### src/rtl/rr_encoder_16to4_pkg.sv
// rtl/rr_encoder_16to4_pkg.sv - shared types for the round-robin 16-to-4 encoder
package enc_pkg;

  localparam int N_REQ_DEF = 16;
  localparam int IDX_W_DEF = 4;

  typedef logic [N_REQ_DEF-1:0] req_vec_t;
  typedef logic [IDX_W_DEF-1:0] req_idx_t;

  typedef enum logic {IDLE, HOLD} enc_state_t;

endpackage

### src/rtl/rr_encoder_16to4_prio_enc.sv
// rtl/rr_encoder_16to4_prio_enc.sv - combinational lowest-index-first 16-to-4 priority encoder
module prio_enc_16to4
  import enc_pkg::*;
(
  input  req_vec_t vec,
  output req_idx_t idx,
  output logic     found
);

  // Scan downward so the lowest set bit is the last one written.
  always_comb begin
    idx   = '0;
    found = 1'b0;
    for (int i = N_REQ_DEF - 1; i >= 0; i--) begin
      if (vec[i]) begin
        idx   = req_idx_t'(i);
        found = 1'b1;
      end
    end
  end

endmodule

### src/rtl/rr_encoder_16to4.sv
// rtl/rr_encoder_16to4.sv - round-robin 16-to-4 encoder with valid/ready output and one-hot grant
// Optional: RR_ENC_FIXED_PRIO_EN selects lowest-index-first instead of round-robin.
module rr_encoder_16to4
  import enc_pkg::*;
#(
  parameter  int N_REQ = 16,
  localparam int IDX_W = $clog2(N_REQ)
) (
  input  logic             clk,
  input  logic             rst,
  input  logic [N_REQ-1:0] req,
  input  logic             out_ready,
  output logic             out_valid,
  output logic [IDX_W-1:0] idx,
  output logic [N_REQ-1:0] gnt
);

  enc_state_t       state;
  logic             hs;
  logic [N_REQ-1:0] eff;
  logic             any_req;
  logic [IDX_W-1:0] pick;
  req_vec_t         eff16;
  req_idx_t         unm_idx;
  logic             unm_found;

  assign out_valid = (state == HOLD);
  assign hs        = out_valid & out_ready;

  always_comb begin
    gnt      = '0;
    gnt[idx] = hs;
  end

  // The just-accepted source is excluded from the same-edge reselection.
  assign eff     = req & ~gnt;
  assign any_req = |eff;

  always_comb begin
    eff16           = '0;
    eff16[N_REQ-1:0] = eff;
  end

  prio_enc_16to4 u_unmasked (
    .vec   (eff16),
    .idx   (unm_idx),
    .found (unm_found)
  );

`ifdef RR_ENC_FIXED_PRIO_EN

  assign pick = unm_idx[IDX_W-1:0];

  always_ff @(posedge clk or posedge rst) begin
    if (rst) begin
      state <= IDLE;
      idx   <= '0;
    end else begin
      case (state)
        IDLE: begin
          if (any_req) begin
            state <= HOLD;
            idx   <= pick;
          end
        end
        HOLD: begin
          if (out_ready) begin
            if (any_req) idx <= pick;
            else         state <= IDLE;
          end
        end
        default: state <= IDLE;
      endcase
    end
  end

`else

  logic [IDX_W-1:0] ptr;
  logic [IDX_W-1:0] base;
  logic [N_REQ-1:0] mask;
  req_vec_t         msk16;
  req_idx_t         msk_idx;
  logic             msk_found;

  // On a handshake the search restarts just past the index being accepted.
  assign base = hs ? idx : ptr;

  always_comb begin
    mask  = '0;
    msk16 = '0;
    for (int i = 0; i < N_REQ; i++) begin
      mask[i] = (i > int'(base));
    end
    msk16[N_REQ-1:0] = eff & mask;
  end

  prio_enc_16to4 u_masked (
    .vec   (msk16),
    .idx   (msk_idx),
    .found (msk_found)
  );

  assign pick = msk_found ? msk_idx[IDX_W-1:0] : unm_idx[IDX_W-1:0];

  always_ff @(posedge clk or posedge rst) begin
    if (rst) begin
      state <= IDLE;
      idx   <= '0;
      ptr   <= IDX_W'(N_REQ - 1);
    end else begin
      case (state)
        IDLE: begin
          if (any_req) begin
            state <= HOLD;
            idx   <= pick;
          end
        end
        HOLD: begin
          if (out_ready) begin
            ptr <= idx;
            if (any_req) idx <= pick;
            else         state <= IDLE;
          end
        end
        default: state <= IDLE;
      endcase
    end
  end

`endif

endmodule

### config.mk
export PLATFORM = sky130hd
export DESIGN_NAME = rr_encoder_16to4
export DESIGN_NICKNAME = d
export VERILOG_FILES = /design/src/rtl/rr_encoder_16to4_pkg.sv /design/src/rtl/rr_encoder_16to4_prio_enc.sv /design/src/rtl/rr_encoder_16to4.sv
export SDC_FILE = /design/constraint.sdc
export NUM_CORES = 1
export LEC_CHECK = 0
export ABC_AREA = 0
export CORE_UTILIZATION = 30
export DETAILED_ROUTE_END_ITERATION = 10
export GPL_TIMING_DRIVEN = 0
export SETUP_SLACK_MARGIN = 0.3
export SLEW_MARGIN = 10
export SYNTH_ARGS = -nofsm -noshare
export SYNTH_HDL_FRONTEND = slang
export SYNTH_HIERARCHICAL = 1
export SYNTH_SLANG_ARGS = --single-unit
### constraint.sdc
create_clock -name clk -period 3.56 [get_ports clk]
set_input_delay 0.712 -clock clk [delete_from_list [all_inputs] [get_ports clk]]
set_output_delay 0.712 -clock clk [all_outputs]
set_load 0.02 [all_outputs]
==> flow_metrics.env <==
export IMPL_path_buf_inv=2
export IMPL_placementRows=24
export IMPL_yosysWarnings=6
export IMPL_finalSetupTns_ns=0
export IMPL_area_growth_pct=44.8
export IMPL_grt_busiest_layer="met2"
export IMPL_via_per_inst=5.52
export IMPL_place_inst=284
export IMPL_final_layout_size_suffix_gt1_share_pct=19.6
export IMPL_max_stage_delay_ns=0.48
export IMPL_dr_first_iter_drc_count=91
export IMPL_setup_viol=0
export IMPL_period_share_pct=83.8
export IMPL_p_int_w=0.000422
export IMPL_routabilityCongestion=0.843
export IMPL_use_met2_pct=33.0
export IMPL_slew_viol_final=0
export IMPL_htree_levels=1
export IMPL_clockRootBuffer="clkbuf_8"
export IMPL_required_ns=3.68
export IMPL_grt_overflow_total=0
export IMPL_cts_sinks=9
export IMPL_p_per_area_mw_per_mm2=388
export IMPL_cpLargestDelayFamily="simple AND/OR/NAND/NOR gates"
export IMPL_hold_viol=0
export IMPL_pwr_share_seq_pct=22.3
export IMPL_crit_path_start_kind="flip-flop"
export IMPL_status="finished, final reports clean"
export IMPL_p_total_w=0.000764
export IMPL_nFillCells=445
export IMPL_p_leak_nw=0.771
export IMPL_fin_skew_ns=0.00588
export IMPL_clock_latency_ns=0.24
export IMPL_numCtsBuffers=3
export IMPL_start_util_pct=31.2
export IMPL_fin_nets=265
export IMPL_critical_path_depth=10
export IMPL_tritoncts="yes"
export IMPL_holdPathStages=1
export IMPL_worst_path_max_fanout=10
export IMPL_hold_class="flip-flop to flip-flop"
export IMPL_port_buffers=39
export IMPL_fmax_mhz=335
export IMPL_die_h_um=69.3
export IMPL_multi_input_area_mm2=0.00111
export IMPL_wirelength_um=4570
export IMPL_dieWidth_um=69.3
export IMPL_detailed_place_hpwl_um=3590
export IMPL_tightestPinTransition_ns=0.571
export IMPL_cap_violations=0
export IMPL_postLayoutCoreUtil_pct=45.2
export IMPL_antenna_found_initial=0
export IMPL_grt_setup_unrepaired="false"
export IMPL_core_area_mm2=0.00435
export IMPL_p_comb_share_pct=61.8
export IMPL_use_met1_pct=25.7
export IMPL_switching_power_w=0.000342
export IMPL_relSlewSlack_pct=61.9
export IMPL_grt_usage_pct=19.7
export IMPL_arrival_ns=3.10
export IMPL_crit_slowest_cell="clkbuf_1"
export IMPL_synth_avg_cell_area_um2=7.11
export IMPL_clockPowerShare_pct=15.9
export IMPL_swShare_pct=44.7
export IMPL_synth_area_mm2=0.00136
export IMPL_io_pins=40
export IMPL_ir_worst_vdd_mv=0.245
export IMPL_grt_pass1_wl_um=7540
export IMPL_rr_worst_depth=10
export IMPL_grt_pass1_vias=1607
export IMPL_path_clk_slew_ns=0.05
export IMPL_drt_first_pass_iters=4
export IMPL_max_clock_path_buffers=2
export IMPL_cp_end_kind="flip-flop"
export IMPL_postRouteAntennaNets=0
export IMPL_die_area_mm2=0.00480
export IMPL_insertedDiodeCount=0
export IMPL_grt_max_degree=11
export IMPL_synth_cells=191
export IMPL_finalNonFillerCells=297
export IMPL_met3_usage_pct=3.05
export IMPL_min_period_ns=2.98
export IMPL_criticalPathCategory="flip-flop to flip-flop"
export IMPL_routed_via_count=1640
export IMPL_ff_latch_area_um2=230
export IMPL_post_drt_wl_per_cell_um=15.4
export IMPL_drt_drc_violations_left=0
export IMPL_path_common_cell="mux2_2"
export IMPL_crit_chain="clkbuf_1, mux2i_4, inv_1, o21ai_0, and2_1, nor4_2, and3_1, nand4_1, mux2_2, mux2_2"
export IMPL_ctsHoldBuffers=0
==> layout make-up <==
type / instances / area share (%)
Multi-Input combinational cell: 169 / 56.3
Clock buffer: 3 / 2.10
Buffer: 4 / 1.27
Tap cell: 52 / 3.31
Inverter: 11 / 2.10
Clock inverter: 1 / 0.254
Sequential cell: 9 / 11.7
Timing Repair Buffer: 48 / 22.9
==> placed cells by master, fill, tap and decap left out, drive strengths merged, types with 6 or more instances in the layout <==
cell type,count
clkdlybuf4s50,37
inv,11
nand2,17
a21oi,10
mux2,12
buf,10
clkbuf,7
nor3,12
nor2b,20
nor2,31
nor4,6
==> timing repair <==
action,in CTS,in global routing
gates resized for setup,11,7
pin swaps,4,2
buffers inserted,6,3
endpoints found under the setup margin,9,4
cloned,0,0
==> power by group through the flow <==
stage               Clock, W  Combinational (W)  Sequential (W)
floorplan                  0           0.000255        0.000175
global placement           0           0.000414        0.000165
detailed placement         0           0.000415        0.000167
CTS                 0.000123           0.000456        0.000169
global route        0.000128           0.000515        0.000176
finish              0.000122           0.000472        0.000171
==> routing by layer <==
metal,part of all wire [%],routed length [um]
met1,45,2080
met2,48,2210
met3,3.9,178
met4,2.1,97
met5,0,0
==> worst paths after layout <==
| kind | to | slack [ns] | start |
|---|---|---|---|
| worst max-delay path | idx[2]$_DFFE_PP0P_ | 0.58 | idx[2]$_DFFE_PP0P_ |
| max in group asynchronous | ptr[1]$_DFFE_PP1P_ | 2.52 | rst |
| min in group asynchronous | out_valid$_DFF_PP0_ | 0.74 | rst |
| worst min register to register | idx[1]$_DFFE_PP0P_ | 0.64 | idx[1]$_DFFE_PP0P_ |
| worst min-delay path | idx[1]$_DFFE_PP0P_ | 0.64 | idx[1]$_DFFE_PP0P_ |
| worst max register to register | idx[2]$_DFFE_PP0P_ | 0.58 | idx[2]$_DFFE_PP0P_ |
==> through the flow <==
stage               hold WS (ns)  setup WS (ns)  cell area, um2
floorplan                  0.537          0.586            1370
global placement           0.615         -0.477            1820
detailed placement         0.619         -0.532            1820
CTS                        0.631          0.430            1940
global route               0.688          0.355            1970
finish                     0.638          0.578            1970
==> sequential cells by signal (all words and copies together), names as in the netlist <==
name	cells
idx	4
ptr	4
out_valid	1
Power figures use the tool's default switching activity.
